`src/rtl/tlk2711_link_ctrl.sv`:
```
// TX link controller for one TLK2711 SerDes: power-up sequencing, framed
// test traffic on the 16-bit TX bus, device PRBS/loopback control and a
// clean stop handshake. Every output is a register that follows the FSM
// state by one cycle.
module tlk2711_link_ctrl #(
  parameter int LOCK_DLY    = 1024,
  parameter int SYNC_WORDS  = 16,
  parameter int FRAME_WORDS = 1024,
  parameter int GAP_WORDS   = 8
) (
  input  logic        clk,
  input  logic        arst_n,
  input  logic        i_start,
  input  logic        i_stop,
  input  logic [2:0]  i_mode,
  output logic        o_stop_ack,
  output logic [15:0] o_txd,
  output logic        o_tkmsb,
  output logic        o_tklsb,
  output logic        o_loopen,
  output logic        o_prbsen,
  output logic        o_enable,
  output logic        o_lckrefn,
  output logic        o_testen,
  output logic        o_busy,
  output logic [31:0] o_frame_cnt
);

  localparam int M1   = (LOCK_DLY > FRAME_WORDS) ? LOCK_DLY : FRAME_WORDS;
  localparam int M2   = (SYNC_WORDS > GAP_WORDS) ? SYNC_WORDS : GAP_WORDS;
  localparam int MAXV = (M1 > M2) ? M1 : M2;
  localparam int CW   = $clog2(MAXV + 1);

  localparam logic [15:0] W_IDLE = 16'hC5BC;
  localparam logic [15:0] W_SOF  = 16'hFBFB;
  localparam logic [15:0] W_EOF  = 16'hFDFD;

  typedef enum logic [3:0] {
    S_PWRUP, S_IDLE, S_SYNC, S_SOF, S_HDR, S_DATA, S_EOF, S_GAP, S_DEVPRBS
  } state_t;

  state_t        state, nxt;
  logic [CW-1:0] cnt;
  logic [14:0]   prbs;
  logic [2:0]    mode;
  logic          start_q, stop_q, stop_pend, was_run;
  logic          start_edge, stop_edge, stop_req, run, accept;
  logic [30:0]   prbs_nx;

  logic [15:0]   txd_c;
  logic          tkmsb_c, tklsb_c, loopen_c, prbsen_c, enable_c, busy_c, ack_c;

  // Sixteen steps of x^15+x^14+1; first generated bit lands in word MSB.
  // Returns {word, next_state}.
  function automatic logic [30:0] prbs16(input logic [14:0] seed);
    logic [14:0] s;
    logic [15:0] w;
    logic        b;
    s = seed;
    w = '0;
    for (int i = 0; i < 16; i++) begin
      b = s[14] ^ s[13];
      w = {w[14:0], b};
      s = {s[13:0], b};
    end
    return {w, s};
  endfunction

  assign prbs_nx    = prbs16(prbs);
  assign start_edge = i_start & ~start_q;
  assign stop_edge  = i_stop & ~stop_q;
  assign run        = (state != S_PWRUP) && (state != S_IDLE);
  assign stop_req   = stop_pend | stop_edge;
  // A simultaneous stop edge cancels the start.
  assign accept     = (state == S_IDLE) & start_edge & ~stop_edge;
  assign o_testen   = 1'b0;

  // State register plus the counters and latches that travel with it
  always_ff @(posedge clk or negedge arst_n) begin
    if (!arst_n) begin
      state       <= S_PWRUP;
      cnt         <= '0;
      prbs        <= 15'h7FFF;
      mode        <= '0;
      start_q     <= 1'b0;
      stop_q      <= 1'b0;
      stop_pend   <= 1'b0;
      was_run     <= 1'b0;
      o_frame_cnt <= '0;
    end else begin
      state   <= nxt;
      start_q <= i_start;
      stop_q  <= i_stop;
      was_run <= run;
      cnt     <= (nxt != state) ? '0 : cnt + CW'(1);
      if (accept) begin
        mode <= i_mode;
        prbs <= 15'h7FFF;
      end else if (state == S_DATA && mode == 3'd2) begin
        prbs <= prbs_nx[14:0];
      end
      if (nxt == S_IDLE)        stop_pend <= 1'b0;
      else if (run & stop_edge) stop_pend <= 1'b1;
      if (state == S_EOF) o_frame_cnt <= o_frame_cnt + 32'd1;
    end
  end

  // Next-state: power-up delay, run sequencing and stop handling
  always_comb begin
    nxt = state;
    case (state)
      S_PWRUP:   if (cnt == CW'(LOCK_DLY - 2)) nxt = S_IDLE;
      S_IDLE:    if (accept) nxt = (i_mode == 3'd3) ? S_DEVPRBS : S_SYNC;
      S_SYNC:    if (stop_req) nxt = S_IDLE;
                 else if (cnt == CW'(SYNC_WORDS - 1)) nxt = S_SOF;
      S_SOF:     nxt = S_HDR;
      S_HDR:     nxt = S_DATA;
      S_DATA:    if (cnt == CW'(FRAME_WORDS - 1)) nxt = S_EOF;
      S_EOF:     nxt = stop_req ? S_IDLE : S_GAP;
      S_GAP:     if (stop_req) nxt = S_IDLE;
                 else if (cnt == CW'(GAP_WORDS - 1)) nxt = S_SOF;
      S_DEVPRBS: if (stop_req) nxt = S_IDLE;
      default:   nxt = S_PWRUP;
    endcase
  end

  // Output decode: TX word, K-flags and device control for the current state
  always_comb begin
    txd_c    = '0;
    tkmsb_c  = 1'b0;
    tklsb_c  = 1'b0;
    enable_c = (state != S_PWRUP);
    busy_c   = run;
    ack_c    = (state == S_IDLE) & was_run;
    loopen_c = run & (mode == 3'd4);
    prbsen_c = (state == S_DEVPRBS);
    case (state)
      S_IDLE, S_SYNC, S_GAP, S_DEVPRBS: begin
        txd_c   = W_IDLE;
        tklsb_c = 1'b1;
      end
      S_SOF: begin
        txd_c   = W_SOF;
        tkmsb_c = 1'b1;
        tklsb_c = 1'b1;
      end
      S_HDR: txd_c = o_frame_cnt[15:0];
      S_DATA: begin
        case (mode)
          3'd1:    txd_c = cnt[0] ? 16'h5A5A : 16'hA5A5;
          3'd2:    txd_c = prbs_nx[30:15];
          default: txd_c = 16'(cnt);
        endcase
      end
      S_EOF: begin
        txd_c   = W_EOF;
        tkmsb_c = 1'b1;
        tklsb_c = 1'b1;
      end
      default: ;
    endcase
  end

  // Output registers
  always_ff @(posedge clk or negedge arst_n) begin
    if (!arst_n) begin
      o_txd      <= '0;
      o_tkmsb    <= 1'b0;
      o_tklsb    <= 1'b0;
      o_loopen   <= 1'b0;
      o_prbsen   <= 1'b0;
      o_enable   <= 1'b0;
      o_lckrefn  <= 1'b0;
      o_busy     <= 1'b0;
      o_stop_ack <= 1'b0;
    end else begin
      o_txd      <= txd_c;
      o_tkmsb    <= tkmsb_c;
      o_tklsb    <= tklsb_c;
      o_loopen   <= loopen_c;
      o_prbsen   <= prbsen_c;
      o_enable   <= enable_c;
      o_lckrefn  <= enable_c;
      o_busy     <= busy_c;
      o_stop_ack <= ack_c;
    end
  end

endmodule
```
`config.mk`:
```
export PLATFORM = sky130hd
export DESIGN_NAME = tlk2711_link_ctrl
export DESIGN_NICKNAME = d
export VERILOG_FILES = /design/src/rtl/tlk2711_link_ctrl.sv
export SDC_FILE = /design/constraint.sdc
export NUM_CORES = 1
export LEC_CHECK = 0
export ABC_AREA = 1
export CAP_MARGIN = 20
export CORE_AREA = 2 2 139 141
export DETAILED_ROUTE_END_ITERATION = 16
export DIE_AREA = 0 0 141 143
export PLACE_DENSITY_LB_ADDON = 0.12
export SLEW_MARGIN = 5
export SYNTH_ARGS = -nofsm -noshare
export SYNTH_HDL_FRONTEND = slang
export SYNTH_SLANG_ARGS = --single-unit
```
`constraint.sdc`:
```
create_clock -name clk -period 1.8 [get_ports clk]
set_clock_uncertainty 0.1 [all_clocks]
set_input_delay 0.18 -clock clk [delete_from_list [all_inputs] [get_ports clk]]
set_output_delay 0.18 -clock clk [all_outputs]
set_load 0.05 [all_outputs]
```
* Word level (Yosys, flattened, before mapping)
Index checks and enable logic that the tools add are counted.
Operators by class: add/subtract/negate cells 2, eq/ne operators 19, muxes and demuxes 21, bitwise operators 27, reductions and logical operators 9
Operator list (number):
- $pmux 16 s5 | 1
- $mux 4 | 9
- $pmux 4 s9 | 1
- $add 32x1->32 const B | 1
- $pmux 16 s2 | 1
- $mux 15 | 2
- $eq 11x10->1 const B | 2
- $eq 4x3->1 const B | 4
- $mux 16 | 1
- $xor 1x1->1 | 16
- $add 11x1->11 const B | 1
- $eq 11x3->1 const B | 1
- $eq 11x4->1 const B | 1
- $mux 11 | 1
- $eq 4x1->1 const B | 2
- $eq 4x2->1 const B | 2
- $and 1x1->1 | 7
- $eq 3x2->1 const B | 2
- $reduce_or 6->1 | 1
- $eq 4x4->1 const B | 1
- $logic_not 4->1 | 1
- $mux 1 | 4
- $ne 4x1->1 const B | 1
- $ne 4x4->1 | 1
- other kinds (10) | 14
Word-level totals: register bits 91, input bits 7, output and inout port bits 57, logic and storage cells 94

* Longest topological paths before layout
depth after elaboration 8, depth in mapped cells 15, mapped depth without buffers 13

* Worst setup path after synthesis
OpenSTA, ideal clock, no wires.
kind flip-flop to flip-flop, start point register o_frame_cnt[0], end point register o_frame_cnt[28], setup time 82 ps, arrival 1822 ps, required time 1618 ps, path slack -204 ps, cell stages (with the launch flop) 9, path buffers 0, clock period less this slack 2004 ps, cell sequence dfrtp_1 > ha_1 > nand3_1 > nor2_1 > nand3_1 > nor2_2 > nand4_1 > nor2_1 > xor2_1
On the way: longest elaborated chain between the ends 1
Ends and longest elaborated chain:
- from (decl) | line 26 | output logic [31:0] o_frame_cnt
- from (signal assigned) | line 104 | if (state == S_EOF) o_frame_cnt <= o_frame_cnt + 32'd1;
- $add 32x1->32 | line 104
Every way passes these cells. A chain may end at the register's enable or synchronous reset.

* Final worst setup path
start point register state[3], end point register cnt[3]
On the way: longest elaborated chain between the ends 7, elaborated cells on any way between the ends 22, classes of those cells eq/ne: 9; mux: 10; bitwise: 2; reduce/logical: 1
Ends and longest elaborated chain:
- from (decl) | line 42 | state_t state, nxt;
- from (signal assigned) | line 91 | state <= nxt;
- $eq 4x1->1 | line 75, 111
- $and 1x1->1 (2 in series) | line 75 | assign accept = (state == S_IDLE) & start_edge & ~stop_edge;
- $mux 4 | line 113 | S_IDLE: if (accept) nxt = (i_mode == 3'd3) ? S_DEVPRBS : S_SYNC;
- $pmux 4 s9 | line 111 | case (state)
- $ne 4x4->1 * | line 95 | cnt <= (nxt != state) ? '0 : cnt + CW'(1);
- $mux 11 * | line 95
- to (signal assigned) | line 95
- to (decl) | line 43 | logic [CW-1:0] cnt;
Mark *: on every way between the ends. The rest lies on a longest branch, timed or not.

==> results.tsv <==
metric	value	unit
cts_root_buf	clkbuf_16	
sw_frac_of_total	42.49	%
yosys-top-cells-count	nand2_1 (120), dfrtp_1 (76), inv_1 (71), nor2_1 (57), xor2_1 (42)	
die-area	20160	um^2
postLayoutSetupSlackWorst	-0.06383	ns
synth_largest_area_cell	dfrtp_1	
initial_core_util	24.73	%
place_area	6186	um^2
power.density	1360	nW/um^2
tightestPinTransition	0.5132	ns
area_growth_syn_to_layout	51.55	%
final_nets	733	
wl_per_cell	14.48	um
intPower	5446	uW
numCtsBuffers	9	
grt-ovfl-total	0	
setup_violations	12	
ant_nets	0	
worstHoldPathType	input pin to flop	
clkPwrFrac	19.2	%
path_max_fanout	6	
vias	4190	
postSynthAreaPerCell	8.556	um^2
grt_pass1_wl	22510	um
slew_headroom	65.73	%
min_period	1.864	ns
synthDistinctLibCells	36	
crit_path_start_kind	flop	
max_freq	536.5	MHz
synth_edf_count	0	
endpoint_kind	flop	
synth_top_cells_by_area	dfrtp_1 (41%), nand2_1 (9.8%), dfstp_2 (8.6%), xor2_1 (8.0%), inv_1 (5.8%)	
h-tree-depth	3	
synthArstFlopShare	100.0	%
p_sw	4024	uW
gp_congestion	0.8103	
crit_type	flop to flop	
cts_tree	built	
seq_area_frac_synth	49.97	%
dr.first_iter.drc_count	191	
drive_gt1_share	40.66	%
die_w	141	um
chipHeight	143	um
status	finished, violations left	
pwr-share-seq	32.2	%
required	1.98	ns
hpwl	10610	um
antenna_found_initial	0	
syn_inst	537	
maxCapViolCount	0	
cts_sinks	91	
min_period_over_period	103.5	%
grt_pass1_vias	4343	
syn_area	4594	um^2
vdd_drop_max	0.0006773	V
drt-total-wl	13930	um
synth_warnings	0	
yosys_most_used_dff	dfrtp_1	
worstPathArrival	2.04	ns
clock_latency	0.34	ns
rsz0062_at_grt	yes	
drc	0	
mappedNetlistNets	547	
dr.pass1.iters	5	
finalSetupTns	-0.2568	ns
cts_buffer_depth	2	
portBuffers	62	
synth-seq-cells	91	
antenna_cells	0	
slew_violations	0	
hold_viol	0	
clkTransAtPathRegs	0.07	ns
num_rows	50	
post-place-ws	-0.3493	ns
core	18580	um^2
violations	setup timing	
grt_start_max_net_pins	34	
ios	64	
yosys.area.top_type_share	41.39	%
holdWs	0.2002	ns
grt_usage	14.41	%
power_frac_comb	48.6	%
vias_per_cell	4.356	
fin_util	37.47	%
yosysMostFrequentCell	nand2_1	
final_cell_area	6963	um^2
p_leak	0.003421	uW
worst max-delay path: stages, from the launching register on:
cell	delay, ns
dfrtp_2	0.45
nor2_4	0.18
nand2_4	0.12
inv_8	0.11
nand2_2	0.07
and3_4	0.16
nand3_1	0.07
nand2_1	0.08
nor2_4	0.18
nand2_4	0.13
nor2_2	0.13
worst paths after layout:
kind                                       from              end  slack (ns)  depth (start not counted)
worst max-delay path                   state[3]           cnt[3]       -0.06                         10
worst min-delay path                     i_stop           stop_q        0.20                          1
worst max register to register         state[3]           cnt[3]       -0.06                         10
worst min register to register  o_frame_cnt[31]  o_frame_cnt[31]        0.37                          1
max in group asynchronous                arst_n         state[0]        0.75                          3
min in group asynchronous                arst_n          o_tklsb        0.24                          2
power by group through the flow:
| stage | Sequential, uW | Combinational [uW] | Clock [uW] |
|---|---|---|---|
| 2_1_floorplan | 3780 | 1570 | 0 |
| 3_3_place_gp | 3060 | 4000 | 0 |
| 3_5_place_dp | 3070 | 4010 | 0 |
| 4_1_cts | 3040 | 4320 | 1900 |
| 5_1_grt | 3130 | 5000 | 2000 |
| 6_report | 3040 | 4600 | 1820 |
layout by cell type, fill, tap and decap left out, types with 11 or more instances in the layout:
cell type | Yosys | routed
buf_4 | 3 | 157
nand2_1 | 120 | 107
inv_1 | 71 | 66
dfrtp_1 | 76 | 64
xor2_1 | 42 | 42
nor2_1 | 57 | 34
nand3_1 | 38 | 30
nor2_4 | 4 | 20
nor2_2 | 9 | 16
nand4_1 | 15 | 15
dfstp_2 | 15 | 15
nand2_2 | 3 | 13
dfrtp_2 | 0 | 12
clkdlybuf4s50_1 | 0 | 11
registers in the layout (all words and copies together), names as in the netlist, 3 cells and up:
signal	count
cnt	11
o_frame_cnt	32
state	4
mode	3
o_txd	16
prbs	15
kinds of logic (layout without fill, tap and decap cells):
group                    count (synthesis)  after routing  share of synthesized area (%)
flip-flops                              91             91                          49.97
AO/OA/AOI/OAI                           41             41                          5.610
adder cells (fa/ha/maj)                  3              3                         0.8171
buffers and inverters                   83            273                          7.353
AND/OR/NAND/NOR                        265            266                          26.06
other                                    1              1                        0.08162
XOR/XNOR                                53             53                          10.10
metrics by stage:
step / std cells / power [uW]
floorplan: 537 / 5357
detailed placement: 928 / 7081
CTS: 950 / 9262
finish: 962 / 9470
global placement: 928 / 7065
global route: 962 / 10120
metal layers:
layer	vias up	global-route usage (%)	wire length (um)
met1	2019	18.88	6503
met2	71	23.62	6712
met4	0	4.526	255
met5	-	0	0
met3	13	3.454	461
li1	2087	-	-
what timing repair did:
action,4_1_cts,5_1_grt
setup buffers,5,12
pin swaps,12,32
hold buffers,1,0
resized for setup,41,65
endpoints found under the setup margin,43,52
endpoints found under the hold margin,23,0
cloned,1,0
area by class of cell:
class	count	area [um^2]
clock inverters	5	36.28
flip-flops and latches	91	2311
inverters	76	295.3
well taps	234	292.8
fillers	1876	11620
repair buffers	181	1461
multi-input cells	364	2323
clock buffers	11	242.7
No activity file was read; power rests on OpenSTA's default activity.
==> RTL change (same settings) <==
`GAP_WORDS`: 8 -> 16.
--- a/src/rtl/tlk2711_link_ctrl.sv
+++ b/src/rtl/tlk2711_link_ctrl.sv
@@ -6,7 +6,7 @@
   parameter int LOCK_DLY    = 1024,
   parameter int SYNC_WORDS  = 16,
   parameter int FRAME_WORDS = 1024,
-  parameter int GAP_WORDS   = 8
+  parameter int GAP_WORDS   = 16
 ) (
   input  logic        clk,
   input  logic        arst_n,
Check against the original RTL: same outputs for any inputs over 10 cycles, from zero or initial values and one cycle with arst_n low; that may be too few to reach the edited logic, so the function may still have changed.
==> RTL change against the original RTL <==
  * The flow still finishes with violations (negative setup slack)
  * Cell count up 2.0%
  * Sequential cell count unchanged
  * Wire length up 4.4%
  * Worst setup slack worse by 0.053 ns
  * Cell area up 5.6%
  * Area after synthesis up 1.0%
  * Power up 6.8%
  * Count of clock-buffer cells in the layout up 1
==> RTL change: results (changes against the original RTL) <==
| Metric | Value |
|---|---|
| Status | `finished, violations left` |
| Failing checks | `negative setup slack` |
| Share of post-route cells with drive strength above 1 | `44.31% (+3.7 points)` |
| Worst reg2reg path depth | `14 (+4)` |
| First-pass GRT wire length | `23.35 mm (+3.7%)` |
| Post-Syn Nets | `549 (+0.37%)` |
| Complex-gate fraction of the synthesized area | `4.583% (-1.0 points)` |
| Leakage power | `3.578 nW (+4.6%)` |
| Reg2reg end | `cnt[4]` |
| Final setup fails | `19 (+7)` |
| R2R Path Start | `state[0]` |
| Final #Nets | `752 (+2.6%)` |
| Logic pwr share | `49.5% (+0.9 points)` |
| Met1 WL | `6.493 mm (-0.15%)` |
| Top cells by count, synth | `nand2_1 (123), dfrtp_1 (76), inv_1 (65), nand3_1 (47), nor2_1 (45)` |
| Total track usage | `15.06% (+0.65 points)` |
| Hold_sp | `i_start` |
| Via-to-Cell Ratio | `4.452 (+2.2%)` |
| Final setup margin | `-0.1168 ns (-0.05299 ns)` |
| Met3 capacity usage during global routing | `3.018% (-0.44 points)` |
| Buffers, non-clock | `200 (+10%)` |
| Global routing usage on met2 | `25.16% (+1.5 points)` |
| Pre-CTS WS | `-0.2496 ns (+0.09972 ns)` |
| Post-Synth XOR/XNOR Area | `9.814% (-0.29 points)` |
| Slowest stage delay, CP | `0.47 ns (+0.02 ns)` |
| Largest net degree at the start of global routing | `36 (+5.9%)` |
| Hold EP | `start_q` |
| Seq Cell Count | `91 (unchanged)` |
| Final Cell Area | `7352 um^2 (+5.6%)` |
| Hold WS | `0.1937 ns (-0.006528 ns)` |
| Peak VDD IR | `1.075 mV (+59%)` |
| Synthesized area | `4641 um^2 (+1.0%)` |
-- RTL change: cell types whose count changed in the layout (fill, tap and decap cells not counted), moves of 4 or more --
cell	delta
buf_6	+13
inv_1	-9
nor2_1	-8
nor3_1	+8
nand2_1	-7
nor2_4	+7
a21oi_1	-6
nand3_1	+6
buf_4	+5
nand2_2	+5
clkinvlp_4	+4
o21ai_0	-4
-- RTL change: worst max-delay path: cells and delay by family, from the launching register on --
kind	cells	cell delay [ns]
flops	1	0.47
simple gates	9	0.74
buf+inv	5	0.54
-- RTL change: worst max-delay path by stage --
stage                   start         endpoint  slack [ns]  depth (start not counted)
6_report             state[0]           cnt[4]       -0.12                         14
5_1_grt              state[0]           cnt[2]       -0.22                         14
4_1_cts              state[0]  o_frame_cnt[23]       -0.11                         10
3_5_place_dp          i_start          cnt[10]       -0.25                         13
3_3_place_gp           i_stop          cnt[10]       -0.25                         13
2_1_floorplan  o_frame_cnt[1]  o_frame_cnt[26]       -0.10                         12
